===== src/rtl/ps2_rx_fifo.sv =====
// PS/2 keyboard receiver: input synchroniser and glitch filter, falling-edge
// strobe, 11-bit frame deframer with parity/stop/timeout checks, and a
// first-word-fall-through FIFO of received scan codes.
//
// Handshake: rd_data is the head entry whenever empty=0; a cycle with
// rd_en=1 and empty=0 pops that entry at the clock edge. rd_en while empty
// is ignored.
module ps2_rx_fifo #(
   parameter int FILTER_LEN  = 8,
   parameter int TIMEOUT_CYC = 100000,
   parameter int FIFO_DEPTH  = 8
) (
   input  logic                              clk,
   input  logic                              rst,
   input  logic                              ps2_clk,
   input  logic                              ps2_data,
   input  logic                              rd_en,
   output logic [7:0]                        rd_data,
   output logic                              empty,
   output logic                              full,
   output logic [$clog2(FIFO_DEPTH+1)-1:0]   count,
   output logic                              frame_err,
   output logic                              overflow
);

   localparam int FW = $clog2(FILTER_LEN + 1);
   localparam int TW = $clog2(TIMEOUT_CYC + 1);
   localparam int AW = $clog2(FIFO_DEPTH);
   localparam int CW = $clog2(FIFO_DEPTH + 1);

   localparam logic [FW-1:0] FILT_LAST = FW'(FILTER_LEN - 1);
   localparam logic [TW-1:0] TO_LAST   = TW'(TIMEOUT_CYC - 1);
   localparam logic [CW-1:0] CNT_FULL  = CW'(FIFO_DEPTH);

   typedef enum logic [1:0] {IDLE, DATA, PARITY, STOP} state_t;

   logic [1:0]    clk_sync_q, dat_sync_q;
   logic          clk_filt_q, dat_filt_q;
   logic [FW-1:0] clk_fcnt_q, dat_fcnt_q;
   logic          clk_prev_q, fall_q;

   state_t        state_q, state_d;
   logic [2:0]    bit_cnt_q, bit_cnt_d;
   logic [7:0]    shift_q, shift_d;
   logic          par_ok_q, par_ok_d;
   logic [TW-1:0] to_cnt_q, to_cnt_d;
   logic          frame_err_q, frame_err_d;
   logic          overflow_q, overflow_d;
   logic          push;

   logic [7:0]    mem_q [FIFO_DEPTH];
   logic [AW-1:0] wr_ptr_q, rd_ptr_q;
   logic [CW-1:0] count_q;
   logic          do_push, do_pop;

   // Two-flop synchronisers; idle bus level is high.
   always_ff @(posedge clk or posedge rst) begin
      if (rst) begin
         clk_sync_q <= 2'b11;
         dat_sync_q <= 2'b11;
      end else begin
         clk_sync_q <= {clk_sync_q[0], ps2_clk};
         dat_sync_q <= {dat_sync_q[0], ps2_data};
      end
   end

   // Filtered levels flip only after FILTER_LEN consecutive differing samples.
   always_ff @(posedge clk or posedge rst) begin
      if (rst) begin
         clk_filt_q <= 1'b1;
         clk_fcnt_q <= '0;
         dat_filt_q <= 1'b1;
         dat_fcnt_q <= '0;
      end else begin
         if (clk_sync_q[1] == clk_filt_q) begin
            clk_fcnt_q <= '0;
         end else if (clk_fcnt_q == FILT_LAST) begin
            clk_filt_q <= clk_sync_q[1];
            clk_fcnt_q <= '0;
         end else begin
            clk_fcnt_q <= clk_fcnt_q + 1'b1;
         end
         if (dat_sync_q[1] == dat_filt_q) begin
            dat_fcnt_q <= '0;
         end else if (dat_fcnt_q == FILT_LAST) begin
            dat_filt_q <= dat_sync_q[1];
            dat_fcnt_q <= '0;
         end else begin
            dat_fcnt_q <= dat_fcnt_q + 1'b1;
         end
      end
   end

   // One-cycle strobe on each falling edge of the filtered PS/2 clock.
   always_ff @(posedge clk or posedge rst) begin
      if (rst) begin
         clk_prev_q <= 1'b1;
         fall_q     <= 1'b0;
      end else begin
         clk_prev_q <= clk_filt_q;
         fall_q     <= clk_prev_q & ~clk_filt_q;
      end
   end

   // Deframer state and registered error pulses.
   always_ff @(posedge clk or posedge rst) begin
      if (rst) begin
         state_q     <= IDLE;
         bit_cnt_q   <= '0;
         shift_q     <= '0;
         par_ok_q    <= 1'b0;
         to_cnt_q    <= '0;
         frame_err_q <= 1'b0;
         overflow_q  <= 1'b0;
      end else begin
         state_q     <= state_d;
         bit_cnt_q   <= bit_cnt_d;
         shift_q     <= shift_d;
         par_ok_q    <= par_ok_d;
         to_cnt_q    <= to_cnt_d;
         frame_err_q <= frame_err_d;
         overflow_q  <= overflow_d;
      end
   end

   // Next-state logic: advances on strobes; the timeout counts idle cycles
   // from the edge that consumed the last strobe and aborts the frame.
   always_comb begin
      state_d     = state_q;
      bit_cnt_d   = bit_cnt_q;
      shift_d     = shift_q;
      par_ok_d    = par_ok_q;
      to_cnt_d    = '0;
      frame_err_d = 1'b0;
      push        = 1'b0;
      if (state_q != IDLE && !fall_q) begin
         to_cnt_d = to_cnt_q + 1'b1;
      end
      if (state_q != IDLE && !fall_q && to_cnt_q == TO_LAST) begin
         state_d     = IDLE;
         frame_err_d = 1'b1;
         to_cnt_d    = '0;
      end else if (fall_q) begin
         case (state_q)
            IDLE: begin
               if (!dat_filt_q) begin
                  state_d   = DATA;
                  bit_cnt_d = '0;
                  shift_d   = '0;
               end
            end
            DATA: begin
               shift_d   = {dat_filt_q, shift_q[7:1]};
               bit_cnt_d = bit_cnt_q + 1'b1;
               if (bit_cnt_q == 3'd7) state_d = PARITY;
            end
            PARITY: begin
               par_ok_d = (^shift_q) ^ dat_filt_q;
               state_d  = STOP;
            end
            STOP: begin
               state_d = IDLE;
               if (dat_filt_q && par_ok_q) push = 1'b1;
               else frame_err_d = 1'b1;
            end
            default: state_d = IDLE;
         endcase
      end
   end

   // A good byte arriving while full is dropped unless a pop frees a slot.
   assign do_pop     = rd_en & ~empty;
   assign do_push    = push & (~full | do_pop);
   assign overflow_d = push & full & ~rd_en;

   // FIFO storage, wrapping pointers and occupancy count.
   always_ff @(posedge clk or posedge rst) begin
      if (rst) begin
         for (int i = 0; i < FIFO_DEPTH; i++) mem_q[i] <= '0;
         wr_ptr_q <= '0;
         rd_ptr_q <= '0;
         count_q  <= '0;
      end else begin
         if (do_push) begin
            mem_q[wr_ptr_q] <= shift_q;
            wr_ptr_q        <= wr_ptr_q + 1'b1;
         end
         if (do_pop) rd_ptr_q <= rd_ptr_q + 1'b1;
         case ({do_push, do_pop})
            2'b10:   count_q <= count_q + 1'b1;
            2'b01:   count_q <= count_q - 1'b1;
            default: count_q <= count_q;
         endcase
      end
   end

   assign rd_data   = mem_q[rd_ptr_q];
   assign empty     = (count_q == '0);
   assign full      = (count_q == CNT_FULL);
   assign count     = count_q;
   assign frame_err = frame_err_q;
   assign overflow  = overflow_q;

endmodule

===== config.mk =====
export PLATFORM = sky130hd
export DESIGN_NAME = ps2_rx_fifo
export DESIGN_NICKNAME = d
export VERILOG_FILES = /design/src/rtl/ps2_rx_fifo.sv
export SDC_FILE = /design/constraint.sdc
export NUM_CORES = 1
export LEC_CHECK = 0
export BUFFER_PORTS_ARGS = -buffer_cell sky130_fd_sc_hd__buf_2
export CAP_MARGIN = 20
export CORE_AREA = 2 2 140 142
export DETAILED_ROUTE_END_ITERATION = 12
export DIE_AREA = 0 0 142 144
export PLACE_DENSITY_LB_ADDON = 0.3
export SETUP_SLACK_MARGIN = 0.3
export SLEW_MARGIN = 20
export SYNTH_ARGS = -nofsm -noshare
export SYNTH_HDL_FRONTEND = slang
export SYNTH_SLANG_ARGS = --single-unit
export TNS_END_PERCENT = 30

===== constraint.sdc =====
create_clock -name clk -period 3.3 [get_ports clk]
set_input_delay 0.33 -clock clk [delete_from_list [all_inputs] [get_ports clk]]
set_output_delay 0.33 -clock clk [all_outputs]
set_load 0.01 [all_outputs]

==> flow_summary.yaml, run 1 <==
run_status:
  outcome: "complete, no violations"
power:
  p_leak_nw: 3.114
  p_sw_share_pct: 28.21
  power_frac_clock_pct: 43.1
  seqPwrFrac_pct: 40.7
  combPwrFrac_pct: 16.3
  irDropWorstVdd_v: 0.0004881
  power.density_nw_per_um2: 692.8
  p_switching_mw: 1.296
  internal_power_mw: 3.298
global_routing:
  antenna_found_initial: 0
  grt_overflow: 0
  grt_max_degree: 60
  grt_usage_pct: 12.10
  grt_pass1_vias: 3553
  grt_pass1_wl_um: 18840
finish:
  final_nets: 466
  drive_above_1_share_pct: 34.93
  antenna_cells: 0
  num-fill-cells: 1834
  final_cell_mix: "dfrtp_1 (116), mux2_2 (72), nor2_1 (31), xnor2_1 (22)"
  syn_to_final_growth_pct: 18.04
  layout.cells.most_common: "dfrtp_1"
sta:
  max_freq_mhz: 384.2
  final_hold_viol_count: 0
  setup-violations-final: 0
  holdWs_ns: 0.04467
  rsz0062_at_grt: "false"
  clock_skew_ns: 0.01116
  fin_crit_sh_pct: 78.87
  slew-limit-headroom_pct: 40.26
  fin_crit_ns: 2.603
  worst-slew-pin-transition_ns: 0.8943
  setup_ws_ns: 0.6974
  fin_tns_setup_ns: 0
  finalMaxSlewViolations: 0
floorplanning:
  fp.dieArea_um2: 20450
  pin_count: 21
  core-area_um2: 19080
  die_w_um: 142
  rows: 51
  die_h_um: 144
  start_util_pct: 29.44
synthesis:
  async_flop_share_pct: 100.0
  ys.flop_type: "dfrtp_1"
  yosys.area_share.simple_pct: 8.641
  synth_xor_xnor_area_share_pct: 5.457
  synth.area.mux_share_pct: 21.83
  avgSynthCellArea_um2: 13.38
  synth-seq-cells: 123
  syn_area_um2: 5618
  synth_fp_nets: 441
  synth_cells: 420
  synthAdderAreaFrac_pct: 3.697
  yosysUniqueCellTypes: 37
  yosysWarningCount: 0
  synth-compound-area-share_pct: 2.984
  synth_edf_count: 0
  yosysSeqAreaShare_pct: 54.94
  synth_top_family_by_area: "multiplexers"
clock_tree:
  htreeDepth: 4
  cts_tree: "done"
  insertion_delay_ns: 0.41
  cts_setup_buffers: 0
  cts_root_buffer: "clkbuf_16"
  clkTransAtPathRegs_ns: 0.05
  clock-sinks: 123
  clockBufferDepth: 2
  cts_buffers: 17
setup_path:
  crit_required_ns: 2.97
  path_class: "reg2out"
  cp_max_fo: 15
  crit_path_start_kind: "flip-flop"
  endpoint_kind: "primary output"
  critPathArrivalTime_ns: 2.27
hold_path:
  hold_path_class: "in2reg"
drt:
  totalWireLength_um: 10890
  wire_per_inst_um: 15.64
  drc: 0
  firstDrtPassIters: 4
  ant_nets: 0
  viasPerCell: 4.718
  drt_iter0_markers: 144
  dr_total_vias: 3284
flow_run:
  drv_cap: 0
place:
  preCtsSetupSlack_ns: 0.7590
  globalplace.congestion: 0.7339
  port_buffers: 20
  dp_hpwl_um: 7031
-- metrics by stage --
step | util, % | cell area (um^2) | std cells | total power [mW]
floorplan | - | 5622 | 420 | 2.442
global placement | 31.39 | 5988 | 663 | 2.635
detailed placement | 31.39 | 5988 | 663 | 2.659
CTS | 34.76 | 6631 | 696 | 4.670
global route | 34.76 | 6631 | 696 | 4.867
finish | 34.76 | 6631 | 696 | 4.594
-- state kept, by name, summed over array words and instances, names as in the netlist --
signal,count
bit_cnt_q,3
clk_fcnt_q,4
clk_filt_q,1
clk_prev_q,1
clk_sync_q,2
count,4
dat_fcnt_q,4
dat_filt_q,1
dat_sync_q,2
fall_q,1
frame_err,1
mem_q,64
overflow,1
par_ok_q,1
rd_ptr_q,3
shift_q,8
state_q,2
to_cnt_q,17
wr_ptr_q,3
-- worst paths after layout --
| path | from | end | slack (ns) | depth (start not counted) |
|---|---|---|---|---|
| max reg2reg | dat_filt_q$_DFFE_PP1P_ | count[3]$_DFFE_PP0P_ | 0.76 | 10 |
| min in group asynchronous | rst | clk_fcnt_q[2]$_DFF_PP0_ | 0.11 | 2 |
| max in group asynchronous | rst | mem_q[40]$_DFFE_PP0P_ | 2.42 | 3 |
| max | rd_ptr_q[1]$_DFFE_PP0P_ | rd_data[5] | 0.70 | 3 |
| min | ps2_data | dat_sync_q[0]$_DFF_PP1_ | 0.04 | 1 |
| min reg2reg | clk_sync_q[0]$_DFF_PP1_ | clk_sync_q[1]$_DFF_PP1_ | 0.36 | 0 |
-- per-layer routing --
metal | up-vias | wire, um | track usage, %
met4 | 0 | 221 | 5.474
met5 | - | 0 | 0
met2 | 46 | 5109 | 18.87
met1 | 1697 | 5233 | 15.88
met3 | 15 | 324 | 3.146
li1 | 1526 | - | -
-- worst max-delay path, cell delays in order, from the launching register on --
cell and delay (ns):
dfrtp_1 0.83, mux4_2 0.60, mux2_2 0.28, buf_2 0.14
-- repair_timing --
| action | CTS | global route |
|---|---|---|
| hold endpoints to repair | 1 | 0 |
| endpoints found under the setup margin | 0 | 0 |
| gates resized for setup | 0 | 0 |
| hold buffers | 1 | 0 |
-- layout make-up --
cell class	count	area, um^2	share of cell area, %
clock buffers	19	442.9	6.679
inverters	13	52.55	0.7925
repair buffers	27	167.7	2.528
clock inverters	13	190.2	2.868
flip-flops and latches	123	3087	46.55
well taps	238	297.8	4.491
multi-input cells	263	2394	36.09
-- power by group through the flow --
stage	clock, mW	sequential [mW]	combinational [mW]
2_1_floorplan	0	1.79	0.653
3_3_place_gp	0	1.89	0.746
3_5_place_dp	0	1.90	0.761
4_1_cts	2.03	1.87	0.769
5_1_grt	2.11	1.90	0.854
6_report	1.98	1.87	0.748
-- cells in the mapped netlist (10+ instances only) --
master | number | area (um^2)
dfrtp_1 | 116 | 2903
mux2_2 | 72 | 810.8
nor2_1 | 31 | 116.4
xnor2_1 | 22 | 192.7
nand2_1 | 20 | 75.07
mux4_2 | 16 | 360.4
ha_1 | 15 | 187.7
clkbuf_1 | 13 | 48.80
inv_1 | 13 | 48.80
xor2_1 | 13 | 113.9
nand3_1 | 11 | 55.05
a22o_1 | 10 | 87.58
-- cells by family after synthesis --
logic type | count (synthesis)
simple gates | 96
xor+xnor | 35
fa+ha+maj | 16
buf+inv | 34
compound gates | 23
mux | 93
flops | 123
(Power assumes the default switching activity.)
==> inputs of run 2 (changes only) <==
--- a/config.mk
+++ b/config.mk
@@ -5,11 +5,12 @@
 export SDC_FILE = /design/constraint.sdc
 export NUM_CORES = 1
 export LEC_CHECK = 0
+export ABC_AREA = 1
 export BUFFER_PORTS_ARGS = -buffer_cell sky130_fd_sc_hd__buf_2
 export CAP_MARGIN = 20
-export CORE_AREA = 2 2 140 142
+export CORE_AREA = 2 2 144 146
 export DETAILED_ROUTE_END_ITERATION = 12
-export DIE_AREA = 0 0 142 144
+export DIE_AREA = 0 0 146 148
 export PLACE_DENSITY_LB_ADDON = 0.3
 export SETUP_SLACK_MARGIN = 0.3
 export SLEW_MARGIN = 20
==> constraint.sdc (replaced) <==
create_clock -name clk -period 2.3 [get_ports clk]
set_input_delay 0.23 -clock clk [delete_from_list [all_inputs] [get_ports clk]]
set_output_delay 0.23 -clock clk [all_outputs]
set_load 0.01 [all_outputs]
==> flow_summary.yaml, run 2 <==
clock_tree:
  clockBufferDepth: 2
  cts_buffers: 17
  clkTransAtPathRegs_ns: 0.05
  clock-sinks: 123
  cts_root_buffer: "clkbuf_16"
  htreeDepth: 4
  insertion_delay_ns: 0.42
  cts_tree: "done"
finish:
  antenna_cells: 0
  num-fill-cells: 2119
  stdcell_count: 1028
  layout.cells.most_common: "nand2_1"
  final_cell_mix: "nand2_1 (155), dfrtp_1 (113), nor2_1 (93), inv_1 (53), o21ai_1 (48)"
  drive_above_1_share_pct: 18.21
  syn_to_final_growth_pct: 22.49
  final_cell_area_um2: 7298
  regMostFlops: "mem_q"
  reg.largest.list: "mem_q x64, to_cnt_q x17, shift_q x8"
  largest_reg_flops: 64
  postLayoutCoreUtil_pct: 36.42
  final_nets: 766
synthesis:
  synth_cells: 693
  synth-seq-cells: 123
  yosysWarningCount: 0
  synth_top_area_share_pct: 48.72
  yosysUniqueCellTypes: 35
  ys.flop_type: "dfrtp_1"
  synth_common_cells: "nand2_1 (158), dfrtp_1 (116), nor2_1 (94)"
  syn_area_um2: 5958
  synthTopCellsByArea: "dfrtp_1 (49%), nand2_1 (10%), nor2_1 (5.9%)"
  yosysSeqAreaShare_pct: 51.81
  avgSynthCellArea_um2: 8.598
  yosysMostFrequentCell: "nand2_1"
  async_flop_share_pct: 100.0
  synth_edf_count: 0
  synth_fp_nets: 714
  yosysTopAreaCell: "dfrtp_1"
sta:
  slew-limit-headroom_pct: 66.14
  worst-slew-pin-transition_ns: 0.5068
  max_freq_mhz: 500.9
  setup_ws_ns: 0.3036
  fin_tns_setup_ns: 0
  setup-violations-final: 0
  fin_crit_sh_pct: 86.80
  clock_skew_ns: 0.007954
  final_hold_viol_count: 0
  holdWs_ns: 0.1088
  fin_crit_ns: 1.996
  finalMaxSlewViolations: 0
  rsz0062_at_grt: "true"
global_routing:
  antenna_found_initial: 0
  grt_pass1_vias: 4578
  grt_usage_pct: 13.43
  grt_overflow: 0
  grt_max_degree: 45
  grt_pass1_wl_um: 23080
setup_path:
  endpoint_kind: "primary output"
  timing.rr.start: "dat_filt_q$_DFFE_PP1P_"
  regToRegSetupSlack_ns: 0.42
  reg2reg_depth: 11
  worstPathCellList: "clkinv_4 > buf_12 > clkbuf_16 > o21ai_0 > a31oi_1 > buf_2"
  path_class: "reg2out"
  critPathArrivalTime_ns: 1.77
  crit_required_ns: 2.07
  slowest_delay_ns: 0.44
  crit_path_start_kind: "flip-flop"
  cp_max_fo: 11
  cp_slowest_cell: "dfrtp_2"
  timing.rr.end: "count[3]$_DFFE_PP0P_"
place:
  place_area_um2: 6400
  globalplace.congestion: 0.8093
  preCtsSetupSlack_ns: 0.1322
  dp_hpwl_um: 8894
  dp.cells: 978
  port_buffers: 20
power:
  power.density_nw_per_um2: 786.5
  internal_power_mw: 4.204
  power_frac_clock_pct: 45.3
  p_sw_share_pct: 26.76
  irDropWorstVdd_v: 0.0006194
  combPwrFrac_pct: 12.7
  seqPwrFrac_pct: 42.0
  p_switching_mw: 1.536
  p_leak_nw: 3.408
  p_total_mw: 5.740
drt:
  totalWireLength_um: 13830
  firstDrtPassIters: 5
  ant_nets: 0
  wire_per_inst_um: 13.45
  viasPerCell: 4.568
  drt_iter0_markers: 301
  drc: 0
  dr_total_vias: 4696
hold_path:
  min_to: "rd_ptr_q[0]$_DFFE_PP0P_"
  hold_path_depth: 3
  hold_path_class: "in2reg"
  worstHoldStart: "rd_en"
floorplanning:
  fp.dieArea_um2: 21610
  core-area_um2: 20040
  die_w_um: 146
  rows: 52
  start_util_pct: 29.73
  pin_count: 21
  die_h_um: 148
flow_run:
  drv_cap: 0
run_status:
  outcome: "complete, no violations"
run 2: changes by cell type in the layout (fill, tap and decap cells not counted), sizes merged, moves of 16 or more:
cell / before / now
mux2: 76 / 1
nand2: 23 / 166
o21ai: 4 / 107
xnor2: 22 / 6
inv: 14 / 56
nand3: 12 / 32
nor2: 31 / 95
mux4: 16 / 0
buf: 26 / 50
run 2: what timing repair did:
item / in CTS / in global routing
endpoints found under the setup margin: 10 / 11
hold buffers: 3 / 0
cloned: 0 / 3
endpoints found under the hold margin: 18 / 0
buffers inserted: 2 / 10
resized for setup: 15 / 30
pin swaps: 0 / 6
run 2: how the worst max path moves through the flow:
stage	from	end	slack (ns)	cells past startpoint
finish	rd_ptr_q[0]$_DFFE_PP0P_	rd_data[1]	0.30	6
global placement	state_q[0]$_DFFE_PP0P_	count[3]$_DFFE_PP0P_	0.20	12
global route	rd_ptr_q[0]$_DFFE_PP0P_	rd_data[7]	0.26	7
floorplan	count[0]$_DFFE_PP0P_	count[3]$_DFFE_PP0P_	0.24	12
CTS	rd_ptr_q[0]$_DFFE_PP0P_	rd_data[4]	0.27	6
detailed placement	state_q[0]$_DFFE_PP0P_	count[3]$_DFFE_PP0P_	0.13	12
run 2: routing by layer:
| metal | up-vias | track usage [%] | part of all wire, % |
|---|---|---|---|
| met5 | - | 0 | 0 |
| met4 | 0 | 5.874 | 2.1 |
| met3 | 25 | 2.685 | 3.2 |
| met2 | 71 | 21.98 | 47 |
| met1 | 2229 | 17.35 | 48 |
| li1 | 2371 | - | - |
run 2: cell type report:
class | instances | area [um^2] | area share, %
clock buffers | 20 | 446.7 | 6.120
clock inverters | 12 | 123.9 | 1.697
inverters | 60 | 237.7 | 3.257
multi-input cells | 488 | 2566 | 35.16
flip-flops and latches | 123 | 3090 | 42.35
well taps | 270 | 337.8 | 4.629
repair buffers | 55 | 495.5 | 6.789
run 2: critical path: cells and delay by family (launching register included):
kind | cells | cell delay [ns]
buffers and inverters | 4 | 0.57
DFF | 1 | 0.44
AOI/OAI and AO/OA | 2 | 0.34
run 2: power by group through the flow:
| stage | combinational (mW) | clock (mW) | sequential (mW) |
|---|---|---|---|
| final | 0.731 | 2.60 | 2.41 |
| after global routing | 0.856 | 2.75 | 2.43 |
| after CTS | 0.739 | 2.66 | 2.41 |
| after detailed placement | 0.695 | 0 | 2.46 |
| after global placement | 0.700 | 0 | 2.45 |
| after floorplan | 0.469 | 0 | 2.44 |
run 2: cell families (layout without fill, tap and decap cells):
logic type	count (synthesis)	after routing	synth area share, %
compound gates	137	137	12.87
flops	123	123	51.81
buf+inv	82	147	6.342
xor+xnor	19	19	2.793
simple gates	315	315	22.51
fa+ha+maj	16	16	3.486
mux	1	1	0.1890
